--- src/rtl/fifo_rd_ctrl.sv ---
// fifo_rd_ctrl: read-side controller for the asynchronous FIFO.
// Runs in the read clock domain. It pops words without ever reading an empty
// FIFO, absorbs the one-cycle FIFO read latency in a 3-entry circular buffer,
// and presents the words downstream on a valid/ready stream.
//
// Ports:
//   rdClk     read-domain clock, all logic on its rising edge
//   rst       synchronous active-high reset
//   en        drain enable (0 = issue no new reads; in-flight reads still land)
//   fifoEmpty FIFO empty flag, rdClk domain
//   dout      FIFO read data, valid in the cycle after an rdEn cycle
//   rdEn      FIFO pop strobe
//   outData   stream data (head of buffer)
//   outValid  stream valid
//   outReady  stream ready from the consumer
//   rdCount   words popped from the FIFO since reset (wraps)
module fifo_rd_ctrl #(
  parameter int DATA_W = 8,
  parameter int CNT_W  = 16
) (
  input  logic              rdClk,
  input  logic              rst,
  input  logic              en,
  input  logic              fifoEmpty,
  input  logic [DATA_W-1:0] dout,
  output logic              rdEn,
  output logic [DATA_W-1:0] outData,
  output logic              outValid,
  input  logic              outReady,
  output logic [CNT_W-1:0]  rdCount
);

  logic [1:0]        occ;
  logic [1:0]        head;
  logic [1:0]        tail;
  logic              inflight;
  logic [DATA_W-1:0] mem [3];
  logic [CNT_W-1:0]  cnt;

  logic       pop;
  logic [2:0] pending;
  logic [1:0] occNext;

  function automatic logic [1:0] nextPtr(input logic [1:0] p);
    return (p == 2'd2) ? 2'd0 : p + 2'd1;
  endfunction

  // Reads are reserved against buffer space counting the word still in
  // flight, so a full buffer plus latency can never be over-popped.
  // outReady deliberately plays no part here.
  always_comb begin
    pending  = {1'b0, occ} + {2'b00, inflight};
    rdEn     = en && !fifoEmpty && (pending < 3'd3) && !rst;
    outValid = (occ != 2'd0);
    outData  = mem[head];
    pop      = outValid && outReady;
    occNext  = occ + {1'b0, inflight} - {1'b0, pop};
  end

  assign rdCount = cnt;

  always_ff @(posedge rdClk) begin
    if (rst) begin
      occ      <= '0;
      head     <= '0;
      tail     <= '0;
      inflight <= 1'b0;
      cnt      <= '0;
      for (int unsigned i = 0; i < 3; i++) begin
        mem[i] <= '0;
      end
    end else begin
      inflight <= rdEn;
      if (rdEn) begin
        cnt <= cnt + 1'b1;
      end
      if (inflight) begin
        mem[tail] <= dout;
        tail      <= nextPtr(tail);
      end
      if (pop) begin
        head <= nextPtr(head);
      end
      occ <= occNext;
    end
  end

endmodule
--- config.mk ---
export PLATFORM = sky130hd
export DESIGN_NAME = fifo_rd_ctrl
export DESIGN_NICKNAME = d
export VERILOG_FILES = /design/src/rtl/fifo_rd_ctrl.sv
export SDC_FILE = /design/constraint.sdc
export NUM_CORES = 1
export LEC_CHECK = 0
export BUFFER_PORTS_ARGS = -buffer_cell sky130_fd_sc_hd__buf_2
export CORE_ASPECT_RATIO = 1.75
export CORE_MARGIN = 3
export CORE_UTILIZATION = 45
export DETAILED_ROUTE_END_ITERATION = 6
export PLACE_DENSITY = 0.66
export SLEW_MARGIN = 20
export SYNTH_ARGS = -nofsm -noshare
export SYNTH_HDL_FRONTEND = slang
export SYNTH_SLANG_ARGS = --single-unit
--- constraint.sdc ---
create_clock -name rdClk -period 1.96 [get_ports rdClk]
set_clock_uncertainty 0.15 [all_clocks]
set_input_delay 0.098 -clock rdClk [delete_from_list [all_inputs] [get_ports rdClk]]
set_output_delay 0.098 -clock rdClk [all_outputs]
set_load 0.01 [all_outputs]
==> flow_summary.toml, run 1 <==
[setup_path]
cp_cell_sequence = "ha_4 > ha_4 > nor4b_4 > buf_4 > nand3_2 > or4_4 > a21oi_1"
setup.worst_path.start_class = "flip-flop"
path_max_fanout = 6
worst-r2r-setup-slack_ps = 30
required_ps = 2070
r2r-start = "inflight"
critPathKind = "flip-flop to flip-flop"
crit_path_frequent_cell = "ha_4"
crit_arrival_ps = 2040
slowest_stage = "or4_4"
setup.worst_path.end_class = "flip-flop"
rr_worst_depth = 7
slowest_delay_ps = 420
r2r-end = "rdCount[15]"

[die]
fp.dieW_microns = 62.0
die_area_sq_um = 6460
rows = 35
start_util_pct = 46.7
core_area_sq_um = 5300
chipHeight_microns = 104
io_pins = 39

[synthesis]
synth_xor_xnor_area_share_pct = 2.48
synth_compound_area_share_pct = 5.67
syn_nets = 218
yosys_warnings = 0
synthSimpleGateAreaFrac_pct = 21.2
synth-adder-area-share_pct = 2.02
syn_area_per_cell_sq_um = 12.3
synth_top_family_by_area = "simple AND/OR/NAND/NOR gates"
synth_cell_types = 34
syn-cell-area_sq_um = 2470
ys_seq_area_share_pct = 59.1
synth_cells = 201
synthMuxAreaShare_pct = 8.14
synth_seq_cells = 57

[routing]
drt-total-wl_microns = 5090
antenna_left = 0
drtIter0Drc = 39
route.detailed.drc = 0
drt_first_pass_iters = 4
vias = 1806
routedWlPerCell_microns = 14.4
viasPerCell = 5.12

[placement]
pre_cts_slack_ps = -36.6
place_hpwl_microns = 3510
gp_congestion = 0.739
io_buffers = 38

[power_and_ir_drop]
powerDensity_nw_per_um2 = 823
total_power_mw = 2.66
peakVddDrop_mv = 0.441
leakage_nw = 1.31

[clocking]
cts_tree = "yes"
clock_latency_ps = 330
cts_buffers = 9
clk_pin_slew_ps = 60
cts_root_buffer = "clkbuf_8"
clock-sinks = 57
htree_levels = 3
clockBufferDepth = 2

[worst_hold_path]
min-delay-path-class = "input pin to flip-flop"
min_to = "inflight"
whs_path_depth = 4
worstHoldStart = "fifoEmpty"

[sta]
period_share_pct = 98.4
fin_crit_ps = 1930
hold_viol = 0
relSlewSlack_pct = 71.7
setup_tns_ps = 0
fin_ws_ps = 31.9
rsz0062_at_grt = "yes"
max_freq_mhz = 519
setup_viol = 0
final-max-slew-violation-count = 0
worst_pin_slew_ps = 425

[grt]
grt_max_degree = 28
grt_pass1_wl_microns = 8570
grt_antenna_before_repair = 0
grt_overflow_total = 0
track_usage_pct = 18.1
first_global_vias = 1867

[flow_run]
max-cap-violations = 0

[layout]
area_delta_synth_final_pct = 30.6
fillers = 443
drive_gt1_share_pct = 35.5
final_cell_mix = "buf_2 (37), edfxtp_1 (32), dfxtp_1 (23), buf_4 (23), and2_1 (19)"
antenna_cells = 0
nets = 291
final_common_cell = "buf_2"

[run_status]
run_status = "finished, final reports clean"
==> Yosys cell counts <==
cell type	instances	area share, %
nor3_1	1	0.20
nand3_2	1	0.40
a21oi_1	13	2.6
nand2_1	7	1.1
a21o_1	1	0.30
and3_1	11	2.8
and2_1	20	5.1
nand2b_1	2	0.51
nor4bb_1	1	0.40
nor2_1	14	2.1
buf_1	2	0.30
and4_1	1	0.35
or2_2	3	0.76
and3b_1	1	0.35
xor2_1	4	1.4
clkbuf_1	5	0.76
ha_1	4	2.0
mux2_2	1	0.46
edfxtp_1	32	39
nor3b_1	1	0.30
dfxtp_1	25	20
mux4_2	8	7.3
o31ai_1	3	0.91
or3_1	7	1.8
buf_2	1	0.20
inv_1	1	0.15
nand3_1	6	1.2
nor2b_1	2	0.51
nor4b_4	1	0.96
mux2i_1	1	0.40
o21ai_0	9	1.8
xnor2_1	3	1.1
or4_1	3	0.91
nand4_1	6	1.5
==> cell families (layout without fill, tap and decap cells) <==
kind of cell / Yosys count / count (layout)
xor gates and xnor gates: 7 / 7
and+or+nand+nor: 88 / 88
adders and majority gates: 4 / 4
DFF: 57 / 57
buffers and inverters: 9 / 87
muxes: 10 / 10
AOI/OAI and AO/OA: 26 / 26
==> critical path, delay by kind of cell, from the launching register on <==
kind | cells | cell delay, ps
simple gates | 3 | 760
flops | 1 | 330
fa+ha+maj | 2 | 310
buf+inv | 1 | 170
compound gates | 1 | 140
==> power by group <==
part	leakage (nW)	internal [mW]	switching, mW
registers	0.524	1.31	0.0241
clock network	0.0922	0.574	0.436
logic	0.694	0.172	0.147
total	1.31	2.05	0.607
==> routing by layer <==
layer | up-vias | track usage (%) | part of all wire (%)
met5 | - | 0 | 0
met4 | 0 | 7.28 | 1.9
met3 | 9 | 5.84 | 4.5
met2 | 40 | 31.0 | 56
met1 | 866 | 19.2 | 38
li1 | 891 | - | -
==> worst max path at each step <==
stage,depth (start not counted),from,slack (ps),to
2_1_floorplan,6,occ[0],-10,rdCount[7]
5_1_grt,7,occ[0],-100,rdCount[9]
3_5_place_dp,7,inflight,-40,rdCount[6]
4_1_cts,8,inflight,5,rdCount[10]
3_3_place_gp,7,inflight,-4,rdCount[6]
6_report,7,inflight,30,rdCount[15]
==> sequential cells by signal, indices dropped and copies added (netlist names), named ones only <==
| register | count |
|---|---|
| tail | 2 |
| head | 2 |
| mem | 32 |
| rdCount | 16 |
| occ | 2 |
| inflight | 1 |
==> repair_timing <==
item	in CTS	in global routing
pin swaps	2	6
buffers inserted	1	3
endpoints found under the hold margin	32	0
hold buffers	8	0
resized for setup	2	9
endpoints found under the setup margin	11	18
==> through the flow <==
step / util (%) / cell area [sq um] / hold slack (ps) / std cells
2_1_floorplan: - / 2500 / 46.9 / 201
3_3_place_gp: 54.8 / 2900 / 160 / 325
3_5_place_dp: 54.8 / 2900 / 161 / 325
4_1_cts: 59.9 / 3170 / 44.3 / 350
5_1_grt: 61.0 / 3230 / 77.9 / 353
6_report: 61.0 / 3230 / 64.9 / 353
==> layout make-up <==
class	instances	area (sq um)	area share, %
timing repair buffer	70	460	14.3
inverter	1	3.75	0.116
sequential	57	1460	45.3
clock buffer	11	131	4.07
tap	74	92.6	2.87
multi-input combinational	135	1030	31.9
clock inverter	5	47.5	1.47
(Power assumes the default switching activity.)
==> inputs of run 2 (changes only) <==
--- a/config.mk
+++ b/config.mk
@@ -10,6 +10,7 @@
 export CORE_MARGIN = 3
 export CORE_UTILIZATION = 45
 export DETAILED_ROUTE_END_ITERATION = 6
+export HOLD_SLACK_MARGIN = 0.15
 export PLACE_DENSITY = 0.66
 export SLEW_MARGIN = 20
 export SYNTH_ARGS = -nofsm -noshare
==> run 2 against run 1 <==
Effect of this change:
- total power increased by 0.40%
- sequential share of layout area down 0.55 points
- clock power about the same
- critical endpoint unchanged
- via count increased by 0.94%
- utilization is 0.76 points higher
- highest routed layer unchanged
- global-route usage up 0.27 points
- count of clock-buffer cells in the layout unchanged
- largest power group unchanged
- maximum frequency decreased by 0.16%
- first-iteration DRC count fell by 18%
- worst hold slack better by 230 ps
==> flow_summary.toml, run 2 (same netlist as run 1, synthesis figures left out) <==
[placement]
io_buffers = 38
place_hpwl_microns = 3510
placed_area_sq_um = 2900
pre_cts_slack_ps = -36.6
gp_congestion = 0.739

[setup_path]
path_max_fanout = 6
rr_worst_depth = 7
r2r-end = "rdCount[15]"
r2r-start = "inflight"
setup.worst_path.end_class = "flip-flop"
worst-r2r-setup-slack_ps = 30
required_ps = 2070
critPathKind = "flip-flop to flip-flop"
crit_arrival_ps = 2040
setup.worst_path.start_class = "flip-flop"

[die]
rows = 35
fp.dieW_microns = 62.0
chipHeight_microns = 104
die_area_sq_um = 6460
io_pins = 39
core_area_sq_um = 5300
start_util_pct = 46.7

[routing]
antenna_left = 0
route.detailed.drc = 0
drt_first_pass_iters = 4
drt-total-wl_microns = 5180
viasPerCell = 5.11
vias = 1823
drtIter0Drc = 32
routedWlPerCell_microns = 14.5

[sta]
fin_ws_ps = 28.9
max_freq_mhz = 518
period_share_pct = 98.5
rsz0062_at_grt = "yes"
fin_crit_ps = 1930
hold_viol = 0
worst_pin_slew_ps = 417
final-max-slew-violation-count = 0
setup_viol = 0
relSlewSlack_pct = 72.2

[grt]
grt_max_degree = 28
track_usage_pct = 18.3
grt_overflow_total = 0
grt_pass1_wl_microns = 8710
first_global_vias = 1881
grt_antenna_before_repair = 0

[worst_hold_path]
min-delay-path-class = "input pin to flip-flop"
whs_path_depth = 6
min_to = "rdCount[1]"
worstHoldStart = "en"

[clocking]
cts_buffers = 9
clk_pin_slew_ps = 60
htree_levels = 3
clock_latency_ps = 330
clockBufferDepth = 2
cts_tree = "yes"
clock-sinks = 57
cts_root_buffer = "clkbuf_8"

[flow_run]
max-cap-violations = 0

[layout]
fillers = 437
largest_reg_flops = 32
drive_gt1_share_pct = 35.0
regMostFlops = "mem"
nets = 295
area_delta_synth_final_pct = 32.2
final_area_sq_um = 3270
antenna_cells = 0
final_common_cell = "buf_2"
final_cell_mix = "buf_2 (37), edfxtp_1 (32), dfxtp_1 (23), buf_4 (23), and2_1 (19)"

[run_status]
run_status = "finished, final reports clean"

[power_and_ir_drop]
leakage_nw = 1.33
powerDensity_nw_per_um2 = 817
peakVddDrop_mv = 0.440
[run 2: cell types whose count changed in the layout (fill, tap and decap cells not counted), sizes merged]
cell,before,now
dlygate4sd3,8,12
[run 2: worst max-delay path: stages, from the launching register on]
cell and delay, ps:
dfxtp_2 330, ha_4 160, ha_4 150, nor4b_4 220, buf_4 170, nand3_2 120, or4_4 420, a21oi_1 140
[run 2: power breakdown]
group / internal [mW] / total, mW / switching [mW]
clock: 0.574 / 1.01 / 0.436
combinational: 0.178 / 0.329 / 0.151
sequential: 1.31 / 1.33 / 0.0241
[run 2: layout make-up]
| type | count | area, sq um | share of cell area [%] |
|---|---|---|---|
| inverter | 1 | 3.75 | 0.115 |
| sequential | 57 | 1460 | 44.8 |
| timing repair buffer | 74 | 500 | 15.3 |
| clock inverter | 5 | 47.5 | 1.45 |
| clock buffer | 11 | 131 | 4.02 |
| multi-input combinational | 135 | 1030 | 31.5 |
| tap | 74 | 92.6 | 2.83 |
[run 2: timing repair]
action,4_1_cts,5_1_grt
hold endpoints to repair,53,0
setup endpoints to repair,11,19
hold buffers,12,0
resized for setup,2,9
buffers inserted,1,3
pin swaps,2,6
[run 2: worst max-delay path by stage]
| stage | cells past startpoint | to | startpoint | slack, ps |
|---|---|---|---|---|
| floorplan | 6 | rdCount[7] | occ[0] | -10 |
| global placement | 7 | rdCount[6] | inflight | -4 |
| detailed placement | 7 | rdCount[6] | inflight | -40 |
| CTS | 8 | rdCount[10] | inflight | 3 |
| global route | 7 | rdCount[9] | occ[0] | -90 |
| finish | 7 | rdCount[15] | inflight | 30 |
[run 2: metrics by stage]
step                      hold slack, ps  power (mW)  setup TNS (ps)  cells  util [%]
final                                291        2.67               0    357      61.7
after global routing                 312        2.78            -725    357      61.7
after floorplan                     46.9        1.53           -11.6    201         -
after global placement               160        1.65           -3.69    325      54.8
after CTS                            202        2.70               0    354      60.6
after detailed placement             161        1.66            -187    325      54.8
[run 2: layer usage]
metal	global-route usage (%)	share of wire [%]	up-vias
met5	0	0	-
met4	7.28	1.5	0
met3	5.71	3.6	7
met2	31.5	56	35
met1	19.7	39	880
li1	-	-	901
==> inputs of run 3 (changes only) <==
--- a/config.mk
+++ b/config.mk
@@ -9,9 +9,11 @@
 export CORE_ASPECT_RATIO = 1.75
 export CORE_MARGIN = 3
 export CORE_UTILIZATION = 45
+export CTS_CLUSTER_SIZE = 25
 export DETAILED_ROUTE_END_ITERATION = 6
 export HOLD_SLACK_MARGIN = 0.15
 export PLACE_DENSITY = 0.66
+export SETUP_SLACK_MARGIN = 0.4
 export SLEW_MARGIN = 20
 export SYNTH_ARGS = -nofsm -noshare
 export SYNTH_HDL_FRONTEND = slang
==> run 3 against run 2 <==
Effect of this change:
- the flow now finishes with violations (setup timing)
- cell count down 1.7%
- global-route usage down 0.55 points
- sequential share of layout area down 1.5 points
- clock power up 5%
- design area up 3.6%
- wire length down 0.12%
- sequential power about the same
- largest cell class unchanged
- largest power group unchanged
==> flow_summary.toml, run 3 (same netlist as run 1, synthesis figures left out) <==
[run_status]
run_status = "finished with violations"
violations = "setup timing"

[clocking]
cts_buffers = 9
clockBufferDepth = 2
cts_tree = "yes"
clock_latency_ps = 330
clock-sinks = 57
cts_hold_buf = 11
htree_levels = 3
clk_pin_slew_ps = 70
cts_root_buffer = "clkbuf_8"

[setup_path]
rr_worst_depth = 8
crit_arrival_ps = 2100
path_max_fanout = 7
setup.worst_path.end_class = "flip-flop"
required_ps = 2080
setup.worst_path.start_class = "flip-flop"
critPathKind = "flip-flop to flip-flop"

[layout]
nets = 289
final_cell_mix = "edfxtp_1 (32), buf_2 (29), dfxtp_1 (22)"
regMostFlops = "mem"
largest_reg_flops = 32
multi_input_area_sq_um = 1090
final_util_pct = 63.9
drive_gt1_share_pct = 39.0
seq_area_sq_um = 1470
final_common_cell = "edfxtp_1"
antenna_cells = 0
final_area_sq_um = 3390
area_delta_synth_final_pct = 36.9
fillers = 419

[worst_hold_path]
min-delay-path-class = "input pin to flip-flop"
whs_path_depth = 4

[routing]
drt-total-wl_microns = 5170
route.detailed.drc = 0
vias = 1789
routedWlPerCell_microns = 14.7
drt_first_pass_iters = 4
viasPerCell = 5.10
antenna_left = 0
drtIter0Drc = 38

[die]
io_pins = 39
chipHeight_microns = 104
core_area_sq_um = 5300
rows = 35
start_util_pct = 46.7
fp.dieW_microns = 62.0
die_area_sq_um = 6460

[sta]
hold_viol = 0
period_share_pct = 101
setup_viol = 4
final-max-slew-violation-count = 0
max_freq_mhz = 506
whs_ps = 60.4
worst_pin_slew_ps = 379
relSlewSlack_pct = 74.7
fin_ws_ps = -17.5
rsz0062_at_grt = "yes"
fin_crit_ps = 1980

[grt]
first_global_vias = 1820
grt_max_degree = 18
grt_antenna_before_repair = 0
track_usage_pct = 17.8
grt_overflow_total = 0
grt_pass1_wl_microns = 8450

[placement]
gp_congestion = 0.786
placed_area_sq_um = 2870
io_buffers = 38
place_hpwl_microns = 3660

[flow_run]
max-cap-violations = 0

[power_and_ir_drop]
powerDensity_nw_per_um2 = 819
leakage_nw = 1.32
peakVddDrop_mv = 0.484
==> run 3: cell type report <==
class	count	area share, %
repair buffers	68	15.9
multi-input cells	135	32.2
clock buffers	10	3.77
well taps	74	2.73
inverters	1	0.111
clock inverters	6	1.99
flip-flops and latches	57	43.3
==> run 3: worst paths after layout <==
check                                 start     endpoint  slack, ps
worst max register to register       occ[0]  rdCount[13]        -20
worst min-delay path              fifoEmpty     inflight         60
worst min register to register  rdCount[15]  rdCount[15]        350
worst max-delay path                 occ[0]  rdCount[13]        -20
==> run 3: critical path: stages, from the launching register on <==
cell and delay, ps:
dfxtp_2 340, ha_4 160, ha_4 150, nor4b_4 210, buf_6 170, buf_12 100, nand3_4 90, or4_4 430
a21oi_2 120
==> run 3: per-layer routing <==
layer	up-vias	global-route usage, %	wire (microns)
met4	0	9.86	139
met1	848	19.2	1910
met5	-	0	0
li1	890	-	-
met3	11	4.10	189
met2	40	29.8	2930
==> run 3: metrics by stage <==
stage	setup TNS, ps	total power [mW]	setup slack, ps	cells
global route	-813	2.88	-107	351
finish	-32.9	2.77	-17.5	351
global placement	0	1.64	0.470	319
floorplan	-7.62	1.54	-7.62	201
detailed placement	-304	1.65	-56.6	319
CTS	-77.8	2.79	-32.0	348
==> run 3: what timing repair did <==
item,in CTS,in global routing
cloned,0,0
buffers inserted,2,3
endpoints found under the setup margin,65,54
pin swaps,15,3
resized for setup,22,19
endpoints found under the hold margin,56,1
==> run 3: power by group <==
| group | total, mW | leakage [nW] | internal [mW] | switching (mW) |
|---|---|---|---|---|
| Combinational | 0.370 | 0.704 | 0.216 | 0.154 |
| Sequential | 1.34 | 0.525 | 1.31 | 0.0318 |
| Clock | 1.06 | 0.0929 | 0.591 | 0.474 |
| Total | 2.77 | 1.32 | 2.11 | 0.660 |
